File: src/rtl/conv_mac_stream.sv
// conv_mac_stream: streaming signed multiply-accumulate for one convolution
// window. Each accepted beat contributes one data*kernel product; after TAPS
// beats the bias-seeded sum is saturated to OUT_W, optionally ReLU-clamped
// and held on a valid/ready output until the consumer takes it.
module conv_mac_stream #(
    parameter int DATA_W = 8,
    parameter int OUT_W  = 25,
    parameter int TAPS   = 16,
    parameter int ACC_W  = 2*DATA_W + $clog2(TAPS) + 2
) (
    input  logic                     clk,
    input  logic                     rst,
    input  logic                     relu_en,
    input  logic signed [OUT_W-1:0]  bias,
    input  logic                     in_valid,
    output logic                     in_ready,
    input  logic signed [DATA_W-1:0] in_data,
    input  logic signed [DATA_W-1:0] in_kernel,
    output logic                     out_valid,
    input  logic                     out_ready,
    output logic signed [OUT_W-1:0]  out_result,
    output logic                     out_sat
);

    localparam int PROD_W = 2*DATA_W;
    // One guard bit above the wider of ACC_W / OUT_W so that a full-range
    // bias plus the worst-case product sum can never wrap.
    localparam int SUM_W  = ((ACC_W > OUT_W) ? ACC_W : OUT_W) + 1;
    localparam int CNT_W  = $clog2(TAPS) + 1;
    localparam logic [CNT_W-1:0] LAST_TAP = CNT_W'(TAPS - 1);

    typedef enum logic [1:0] {
        S_IDLE  = 2'd0,
        S_ACC   = 2'd1,
        S_DRAIN = 2'd2,
        S_OUT   = 2'd3
    } state_t;

    state_t                    state_q,      state_d;
    logic [CNT_W-1:0]          cnt_q,        cnt_d;
    logic signed [SUM_W-1:0]   acc_q,        acc_d;
    logic signed [PROD_W-1:0]  prod_q,       prod_d;
    logic                      prod_vld_q,   prod_vld_d;
    logic                      relu_q,       relu_d;
    logic                      in_ready_q,   in_ready_d;
    logic                      out_valid_q,  out_valid_d;
    logic signed [OUT_W-1:0]   out_result_q, out_result_d;
    logic                      out_sat_q,    out_sat_d;

    logic                      beat_s;
    logic signed [SUM_W-1:0]   addend_s;
    logic signed [SUM_W-1:0]   final_s;

    // Sign-extend a registered product to the accumulator width.
    function automatic logic signed [SUM_W-1:0] sext_prod(input logic signed [PROD_W-1:0] p);
        return {{(SUM_W-PROD_W){p[PROD_W-1]}}, p};
    endfunction

    // Sign-extend the bias to the accumulator width.
    function automatic logic signed [SUM_W-1:0] sext_bias(input logic signed [OUT_W-1:0] b);
        return {{(SUM_W-OUT_W){b[OUT_W-1]}}, b};
    endfunction

    // Clamp to the OUT_W range, then apply ReLU; returns {sat_flag, result}.
    // The value fits when all bits from the OUT_W sign bit upward agree.
    function automatic logic [OUT_W:0] sat_relu(input logic signed [SUM_W-1:0] v,
                                                input logic relu);
        logic [SUM_W-OUT_W:0] top;
        logic                 pos_ovf;
        logic                 neg_ovf;
        logic [OUT_W-1:0]     res;
        top     = v[SUM_W-1:OUT_W-1];
        pos_ovf = ~v[SUM_W-1] & (|top);
        neg_ovf =  v[SUM_W-1] & ~(&top);
        if (pos_ovf) begin
            res = {1'b0, {(OUT_W-1){1'b1}}};
        end else if (neg_ovf) begin
            res = {1'b1, {(OUT_W-1){1'b0}}};
        end else begin
            res = v[OUT_W-1:0];
        end
        if (relu && res[OUT_W-1]) begin
            res = '0;
        end else begin
            res = res;
        end
        return {pos_ovf | neg_ovf, res};
    endfunction

    assign beat_s   = in_valid & in_ready_q;
    assign addend_s = prod_vld_q ? sext_prod(prod_q) : '0;
    assign final_s  = acc_q + addend_s;

    // Next-state logic: window sequencing, product capture and accumulation.
    always_comb begin
        state_d      = state_q;
        cnt_d        = cnt_q;
        acc_d        = acc_q;
        prod_d       = prod_q;
        prod_vld_d   = beat_s;
        relu_d       = relu_q;
        out_valid_d  = out_valid_q;
        out_result_d = out_result_q;
        out_sat_d    = out_sat_q;

        if (beat_s) begin
            prod_d = in_data * in_kernel;
        end else begin
            prod_d = prod_q;
        end

        case (state_q)
            S_IDLE: begin
                if (beat_s) begin
                    relu_d  = relu_en;
                    acc_d   = sext_bias(bias);
                    cnt_d   = CNT_W'(1);
                    state_d = (TAPS == 1) ? S_DRAIN : S_ACC;
                end else begin
                    state_d = S_IDLE;
                end
            end
            S_ACC: begin
                acc_d = final_s;
                if (beat_s) begin
                    if (cnt_q == LAST_TAP) begin
                        state_d = S_DRAIN;
                    end else begin
                        cnt_d = cnt_q + CNT_W'(1);
                    end
                end else begin
                    state_d = S_ACC;
                end
            end
            S_DRAIN: begin
                acc_d                     = final_s;
                {out_sat_d, out_result_d} = sat_relu(final_s, relu_q);
                out_valid_d               = 1'b1;
                state_d                   = S_OUT;
            end
            S_OUT: begin
                if (out_ready) begin
                    out_valid_d = 1'b0;
                    cnt_d       = '0;
                    acc_d       = '0;
                    state_d     = S_IDLE;
                end else begin
                    state_d = S_OUT;
                end
            end
            default: begin
                state_d     = S_IDLE;
                cnt_d       = '0;
                acc_d       = '0;
                out_valid_d = 1'b0;
            end
        endcase

        in_ready_d = (state_d == S_IDLE) || (state_d == S_ACC);
    end

    // State and output registers; reset clears any partial window.
    always_ff @(posedge clk or posedge rst) begin
        if (rst) begin
            state_q      <= S_IDLE;
            cnt_q        <= '0;
            acc_q        <= '0;
            prod_q       <= '0;
            prod_vld_q   <= 1'b0;
            relu_q       <= 1'b0;
            in_ready_q   <= 1'b0;
            out_valid_q  <= 1'b0;
            out_result_q <= '0;
            out_sat_q    <= 1'b0;
        end else begin
            state_q      <= state_d;
            cnt_q        <= cnt_d;
            acc_q        <= acc_d;
            prod_q       <= prod_d;
            prod_vld_q   <= prod_vld_d;
            relu_q       <= relu_d;
            in_ready_q   <= in_ready_d;
            out_valid_q  <= out_valid_d;
            out_result_q <= out_result_d;
            out_sat_q    <= out_sat_d;
        end
    end

    assign in_ready   = in_ready_q;
    assign out_valid  = out_valid_q;
    assign out_result = out_result_q;
    assign out_sat    = out_sat_q;

endmodule

File: config.mk
export PLATFORM = sky130hd
export DESIGN_NAME = conv_mac_stream
export DESIGN_NICKNAME = d
export VERILOG_FILES = /design/src/rtl/conv_mac_stream.sv
export SDC_FILE = /design/constraint.sdc
export NUM_CORES = 1
export LEC_CHECK = 0
export CAP_MARGIN = 40
export CORE_MARGIN = 2
export CORE_UTILIZATION = 60
export DETAILED_ROUTE_END_ITERATION = 8
export GPL_ROUTABILITY_DRIVEN = 0
export PLACE_DENSITY_LB_ADDON = 0.08
export RECOVER_POWER = 25
export SYNTH_ARGS = -nofsm -noshare
export SYNTH_HDL_FRONTEND = slang
export SYNTH_SLANG_ARGS = --single-unit
export TNS_END_PERCENT = 5
File: constraint.sdc
create_clock -name clk -period 6.98 [get_ports clk]
set_input_delay 1.047 -clock clk [delete_from_list [all_inputs] [get_ports clk]]
set_output_delay 1.047 -clock clk [all_outputs]
set_load 0.005 [all_outputs]
==> run_results.csv, run 1 <==
group,metric,value,unit
worst_hold_path,hold_class,"reg -> reg",
die,num_rows,40,
clocking,clock-sinks,79,
synthesis,ys_seq_area_share,27.15,%
clocking,clkTransAtPathRegs,60,ps
power,p_int,0.001814,W
die,initial_core_util,61.12,%
sta,worst_pin_slew,2166,ps
sta,finalCritPeriodShare,78.46,%
synthesis,avgSynthCellArea,9.090,um^2
die,coreArea,11910,um^2
placed_design,pre_cts_slack,1193,ps
clocking,post_cts_buffers,0,
critical_path,worstPathArrival,5650,ps
placed_design,io_buffers,73,
die,die_x,114.2,um
final_layout,fin_util,71.50,%
synthesis,async_flop_share,100.0,%
final_layout,area_growth,16.98,%
clocking,clock_latency,350,ps
power,switchingPower,0.001529,W
critical_path,crit_path_end_kind,"register",
sta,finalMaxSlewViolations,82,
drt,wirelength,17030,um
global_route,grt_pass1_wl,28670,um
clocking,cts-resized-gates,0,
power,swShare,45.73,%
placed_design,dp_hpwl,13520,um
sta,min_period,5477,ps
critical_path,critical_path_required,7150,ps
sta,relSlewSlack,-44.40,%
job,maxCapViolCount,2,
die,die_y,114.2,um
synthesis,syn-cell-area,7281,um^2
drt,routedWlPerCell,16.61,um
critical_path,ff2ff_setup_slack,2090,ps
final_layout,final_cell_mix,"111 x inv_1, 79 x dfrtp_1, 70 x clkdlybuf4s50_1",
synthesis,ys_warn_count,0,
drt,avgViaCountPerCell,5.822,
synthesis,ys.flop_type,"dfrtp_1",
sta,holdWs,470.5,ps
synthesis,synth_cells,801,
power,combPwrFrac,64.3,%
synthesis,ys_types,57,
critical_path,reg2reg_depth,16,
synthesis,synth_top_area_cell,"dfrtp_1",
global_route,grt-ovfl-total,0,
power,p_total,0.003343,W
power,vdd_drop_max,0.2167,mV
power,leakage,4.033,nW
global_route,antenna_found_initial,0,
sta,setup_viol,0,
synthesis,synth_nets,967,
sta,postLayoutSetupSlackWorst,1503,ps
sta,final.setup_skew,13.04,ps
sta,rsz0062_at_grt,"false",
final_layout,layout-drive-gt1-share,4.328,%
clocking,ctsHoldBuffers,0,
critical_path,worstReg2RegStart,"prod_vld_q$_DFF_PP0_",
final_layout,antennaDiodeCount,0,
synthesis,yosysTopAreaCellShare,27.15,%
drt,ant_nets,0,
clocking,root_buffer,"clkbuf_16",
global_route,grt_max_degree,42,
power,clock_power_share,14.5,%
clocking,cts_tree,"built",
final_layout,fin_nets,1039,
run_status,violations,"capacitance limit, slew limit",
die,dieArea,13030,um^2
critical_path,startpoint,"in_kernel[4]",
final_layout,final_common_cell,"inv_1",
global_route,grt_pass1_vias,6042,
global_route,grt_usage,27.55,%
worst_hold_path,min_from,"prod_q[10]$_DFFE_PP0P_",
critical_path,reg2reg_to,"out_result[11]$_DFFE_PP0P_",
clocking,cts_buffer_depth,2,
sta,fmax,0.1826,GHz
clocking,cts_buffers,9,
critical_path,crit_end,"prod_q[14]$_DFFE_PP0P_",
synthesis,synth-edff-count,0,
clocking,h-tree-depth,3,
final_layout,n_fill_cell,941,
sta,tns,0,ps
critical_path,setup.worst_path.start_class,"input pin",
drt,initialDrtViolationCount,420,
sta,hold_viol,0,
run_status,status,"finished, violations left",
critical_path,path_class,"in -> reg",
die,ios,74,
drt,firstDrtPassIters,5,
drt,route.detailed.drc,0,
power,power_density,392.5,nW/um^2
drt,num_vias,5968,
synthesis,synth_seq_cells,79,
power,pwr-share-seq,21.2,%
synthesis,synth_area_leaders,"dfrtp_1 27%, fa_1 15%, ha_1 11%",
critical_path,path_max_fanout,8,
-- power groups by stage --
stage / Combinational (W) / Clock, W / Sequential, W
after detailed placement: 0.00213 / 0 / 0.000714
after CTS: 0.00215 / 0.000488 / 0.000707
after floorplan: 0.00162 / 0 / 0.000688
after global placement: 0.00202 / 0 / 0.000707
final: 0.00215 / 0.000486 / 0.000708
after global routing: 0.00241 / 0.000507 / 0.000727
-- Yosys cell counts, types with 10 or more instances --
cell type  number
dfrtp_1        79
o21ai_0        27
inv_1         112
nand3_1        12
xnor2_1        28
and2_1         60
nand2_1        60
clkbuf_1       18
xor2_1         16
o21ai_1        13
nor2_1         60
a21oi_1        46
a21o_1         11
a221oi_1       14
nand2b_1       10
ha_1           64
fa_1           56
-- logic make-up (layout without fill, tap and decap cells) --
logic type,Yosys count,after routing,share of synthesized area [%]
AO/OA/AOI/OAI,180,180,16.86
XOR/XNOR,45,45,5.516
adder cells (fa/ha/maj),120,120,26.40
buffers and inverters,132,209,6.805
flip-flops,79,79,27.15
multiplexers,6,6,0.9279
AND/OR/NAND/NOR,239,239,16.34
-- registers in the layout, indices dropped and copies added, names as in the netlist --
name	cells
relu_q	1
prod_vld_q	1
acc_q	26
in_ready	1
out_result	25
state_q	2
out_valid	1
prod_q	16
out_sat	1
cnt_q	5
-- worst min-delay path by stage --
stage	end	cells after the start
after floorplan	prod_q[10]$_DFFE_PP0P_	2
after global placement	prod_q[8]$_DFFE_PP0P_	2
after detailed placement	prod_q[13]$_DFFE_PP0P_	2
after CTS	prod_q[13]$_DFFE_PP0P_	2
after global routing	prod_q[13]$_DFFE_PP0P_	2
final	prod_q[10]$_DFFE_PP0P_	2
-- critical path: stages --
cell and delay (ps):
clkdlybuf4s50_1 550, and2_1 250, fa_1 450, fa_1 540
inv_1 50, fa_1 460, fa_1 540, inv_1 40
ha_1 330, a21o_1 190, a21oi_1 250, o21bai_1 90
a21oi_1 290, o21ai_0 140, a31oi_1 200, xor2_1 150
o21ai_0 80
-- per-stage QoR --
step / area (um^2) / instances
2_1_floorplan: 7281 / 801
5_1_grt: 8517 / 1025
6_report: 8517 / 1025
3_3_place_gp: 8150 / 1005
4_1_cts: 8548 / 1025
3_5_place_dp: 8240 / 1009
-- routing by layer --
metal  part of all wire, %  vias up  wire [um]  global-route usage (%)
li1                      -     2847          -                       -
met1                    41     2880       6956                   33.71
met2                    51      210       8622                   49.76
met3                   6.1       31       1033                   3.970
met4                   2.4        0        416                   9.593
met5                     0        -          0                       0
-- cell type report --
class                           instances  area [um^2]  share of cell area [%]
Clock inverter                          6        68.82                  0.8080
Timing Repair Buffer                   80        812.0                   9.534
Tap cell                              147        183.9                   2.160
Inverter                              113        424.2                   4.980
Clock buffer                           10        239.0                   2.806
Multi-Input combinational cell        590         4812                   56.50
Sequential cell                        79         1977                   23.21
No activity file was read; power rests on OpenSTA's default activity.
==> run 2: changes to the inputs <==
--- a/config.mk
+++ b/config.mk
@@ -7,7 +7,7 @@
 export LEC_CHECK = 0
 export CAP_MARGIN = 40
 export CORE_MARGIN = 2
-export CORE_UTILIZATION = 60
+export CORE_UTILIZATION = 59
 export DETAILED_ROUTE_END_ITERATION = 8
 export GPL_ROUTABILITY_DRIVEN = 0
 export PLACE_DENSITY_LB_ADDON = 0.08
==> constraint.sdc (replaced) <==
create_clock -name clk -period 5.6 [get_ports clk]
set_input_delay 0.84 -clock clk [delete_from_list [all_inputs] [get_ports clk]]
set_output_delay 0.84 -clock clk [all_outputs]
set_load 0.005 [all_outputs]
==> run 2 against run 1 <==
The flow now finishes without violations. Worst setup slack lost 1200 ps. Worst hold slack worse by 1.1 ps. Die area grew 1.6%. Critical path depth unchanged. Sequential power is 25% higher. Utilization fell by 0.85 points. Largest cell class unchanged.
==> run_results.csv, run 2 (synthesis results as in run 1) <==
group,metric,value,unit
final_layout,largest_reg_flops,26,
power,p_total,0.004110,W
critical_path,critical_path.top_delay_family,"adder cells",
die,ios,74,
die,die_x,115.1,um
sta,fmax,0.1879,GHz
global_route,grt_max_degree,52,
critical_path,path_max_fanout,8,
sta,relSlewSlack,10.14,%
clocking,cts_tree,"built",
final_layout,final_cell_mix,"111 x inv_1, 79 x dfrtp_1, 64 x ha_1",
sta,hold_viol,0,
critical_path,crit_buf_inv,3,
worst_hold_path,hold_class,"reg -> reg",
sta,setup_viol,0,
sta,final.setup_skew,5.453,ps
final_layout,final_common_cell,"inv_1",
die,coreArea,12010,um^2
drt,initialDrtViolationCount,350,
sta,worst_pin_slew,1340,ps
die,initial_core_util,60.61,%
placed_design,place_area,8200,um^2
critical_path,worstPathCellList,"clkdlybuf4s50_1, and2_1, fa_1, fa_1, inv_1, fa_1, fa_1, inv_1, ha_1, a21o_1, a21oi_1, o21bai_1, a21oi_1, o21ai_0, a31oi_1, xor2_1, o21ai_0",
die,die_y,115.1,um
run_status,status,"finished, final reports clean",
drt,firstDrtPassIters,4,
die,dieArea,13240,um^2
clocking,post_cts_buffers,0,
placed_design,dp_hpwl,13460,um
final_layout,fin_nets,1040,
sta,finalCritPeriodShare,95.03,%
drt,wirelength,16990,um
critical_path,setup.worst_path.start_class,"input pin",
clocking,root_buffer,"clkbuf_16",
job,maxCapViolCount,0,
power,leakage,4.080,nW
clocking,cts_buffer_depth,2,
final_layout,antennaDiodeCount,0,
sta,min_period,5322,ps
clocking,h-tree-depth,3,
global_route,grt-ovfl-total,0,
clocking,cts_buffers,9,
drt,routedWlPerCell,16.59,um
placed_design,io_buffers,73,
critical_path,crit_path_end_kind,"register",
drt,ant_nets,0,
critical_path,crit_path_frequent_cell,"fa_1",
drt,avgViaCountPerCell,5.799,
global_route,antenna_found_initial,0,
sta,rsz0062_at_grt,"false",
drt,route.detailed.drc,0,
final_layout,area_growth,16.57,%
clocking,clkTransAtPathRegs,60,ps
global_route,grt_pass1_vias,6117,
clocking,cts-resized-gates,0,
die,num_rows,40,
final_layout,layout-drive-gt1-share,4.675,%
critical_path,worstPathArrival,5510,ps
sta,finalMaxSlewViolations,0,
critical_path,critPathSlowestCell,"clkdlybuf4s50_1",
power,power_density,484.2,nW/um^2
final_layout,top_register,"acc_q",
power,vdd_drop_max,0.1930,mV
global_route,grt_pass1_wl,28220,um
clocking,ctsHoldBuffers,0,
critical_path,critical_path_required,5780,ps
final_layout,design_area,8487,um^2
critical_path,path_class,"in -> reg",
clocking,clock_latency,340,ps
sta,holdWs,469.4,ps
drt,num_vias,5938,
global_route,grt_usage,26.98,%
clocking,clock-sinks,79,
critical_path,slowest_delay,560,ps
-- run 2: cell count changes in the layout (fill, tap and decap cells not counted), moves of 2 or more --
cell             before  now
buf_16                2    0
buf_4                 2    6
clkinv_4              2    0
clkbuf_1              3    0
clkdlybuf4s50_1      70   55
dlygate4sd3_1         3   18
-- run 2: area by class of cell --
cell class | instances | area (um^2)
Clock inverter | 4 | 47.55
Fill cell | 957 | 3525
Inverter | 113 | 425.4
Tap cell | 147 | 183.9
Sequential cell | 79 | 1977
Clock buffer | 10 | 239.0
Timing Repair Buffer | 81 | 802.0
Multi-Input combinational cell | 590 | 4812
-- run 2: path summary, 6_finish.rpt --
path / start / endpoint / slack (ps) / depth (start not counted)
min in group asynchronous: rst / cnt_q[4]$_DFFE_PP0P_ / 1240 / 2
setup reg to reg: prod_vld_q$_DFF_PP0_ / out_result[11]$_DFFE_PP0P_ / 660 / 16
setup / recovery: in_kernel[4] / prod_q[14]$_DFFE_PP0P_ / 280 / 17
max in group asynchronous: rst / acc_q[14]$_DFFE_PP0P_ / 3120 / 3
hold reg to reg: prod_q[10]$_DFFE_PP0P_ / prod_q[10]$_DFFE_PP0P_ / 470 / 2
hold / removal: prod_q[10]$_DFFE_PP0P_ / prod_q[10]$_DFFE_PP0P_ / 470 / 2
-- run 2: power by group --
part | total [W] | switching [W] | internal, W | leakage [nW]
logic | 0.00265 | 0.00154 | 0.00111 | 2.93
registers | 0.000886 | 0.000120 | 0.000766 | 1.01
clock network | 0.000576 | 0.000226 | 0.000350 | 0.140
-- run 2: per-layer routing --
metal / track usage (%) / up-vias / share of wire, %
li1: - / 2865 / -
met1: 32.19 / 2856 / 41
met2: 49.14 / 181 / 51
met3: 4.428 / 36 / 5.8
met4: 9.639 / 0 / 2.7
met5: 0 / - / 0
-- run 2: through the flow --
step,utilization [%],instances,TNS (ps),worst slack [ps]
CTS,70.66,1024,0,283.7
finish,70.66,1024,0,278.2
floorplan,-,801,0,926.2
detailed placement,68.27,1010,-65.01,-65.01
global placement,68.05,1008,0,86.36
global route,70.66,1024,0,70.29
-- run 2: worst reg2reg max path: cells and delay by family (launching register included) --
family                   cells  cell delay, ps
AND/OR/NAND/NOR              7            1650
AO/OA/AOI/OAI                5            1230
adder cells (fa/ha/maj)      2             790
flip-flops                   1             580
buffers and inverters        1             420
XOR/XNOR                     1             210
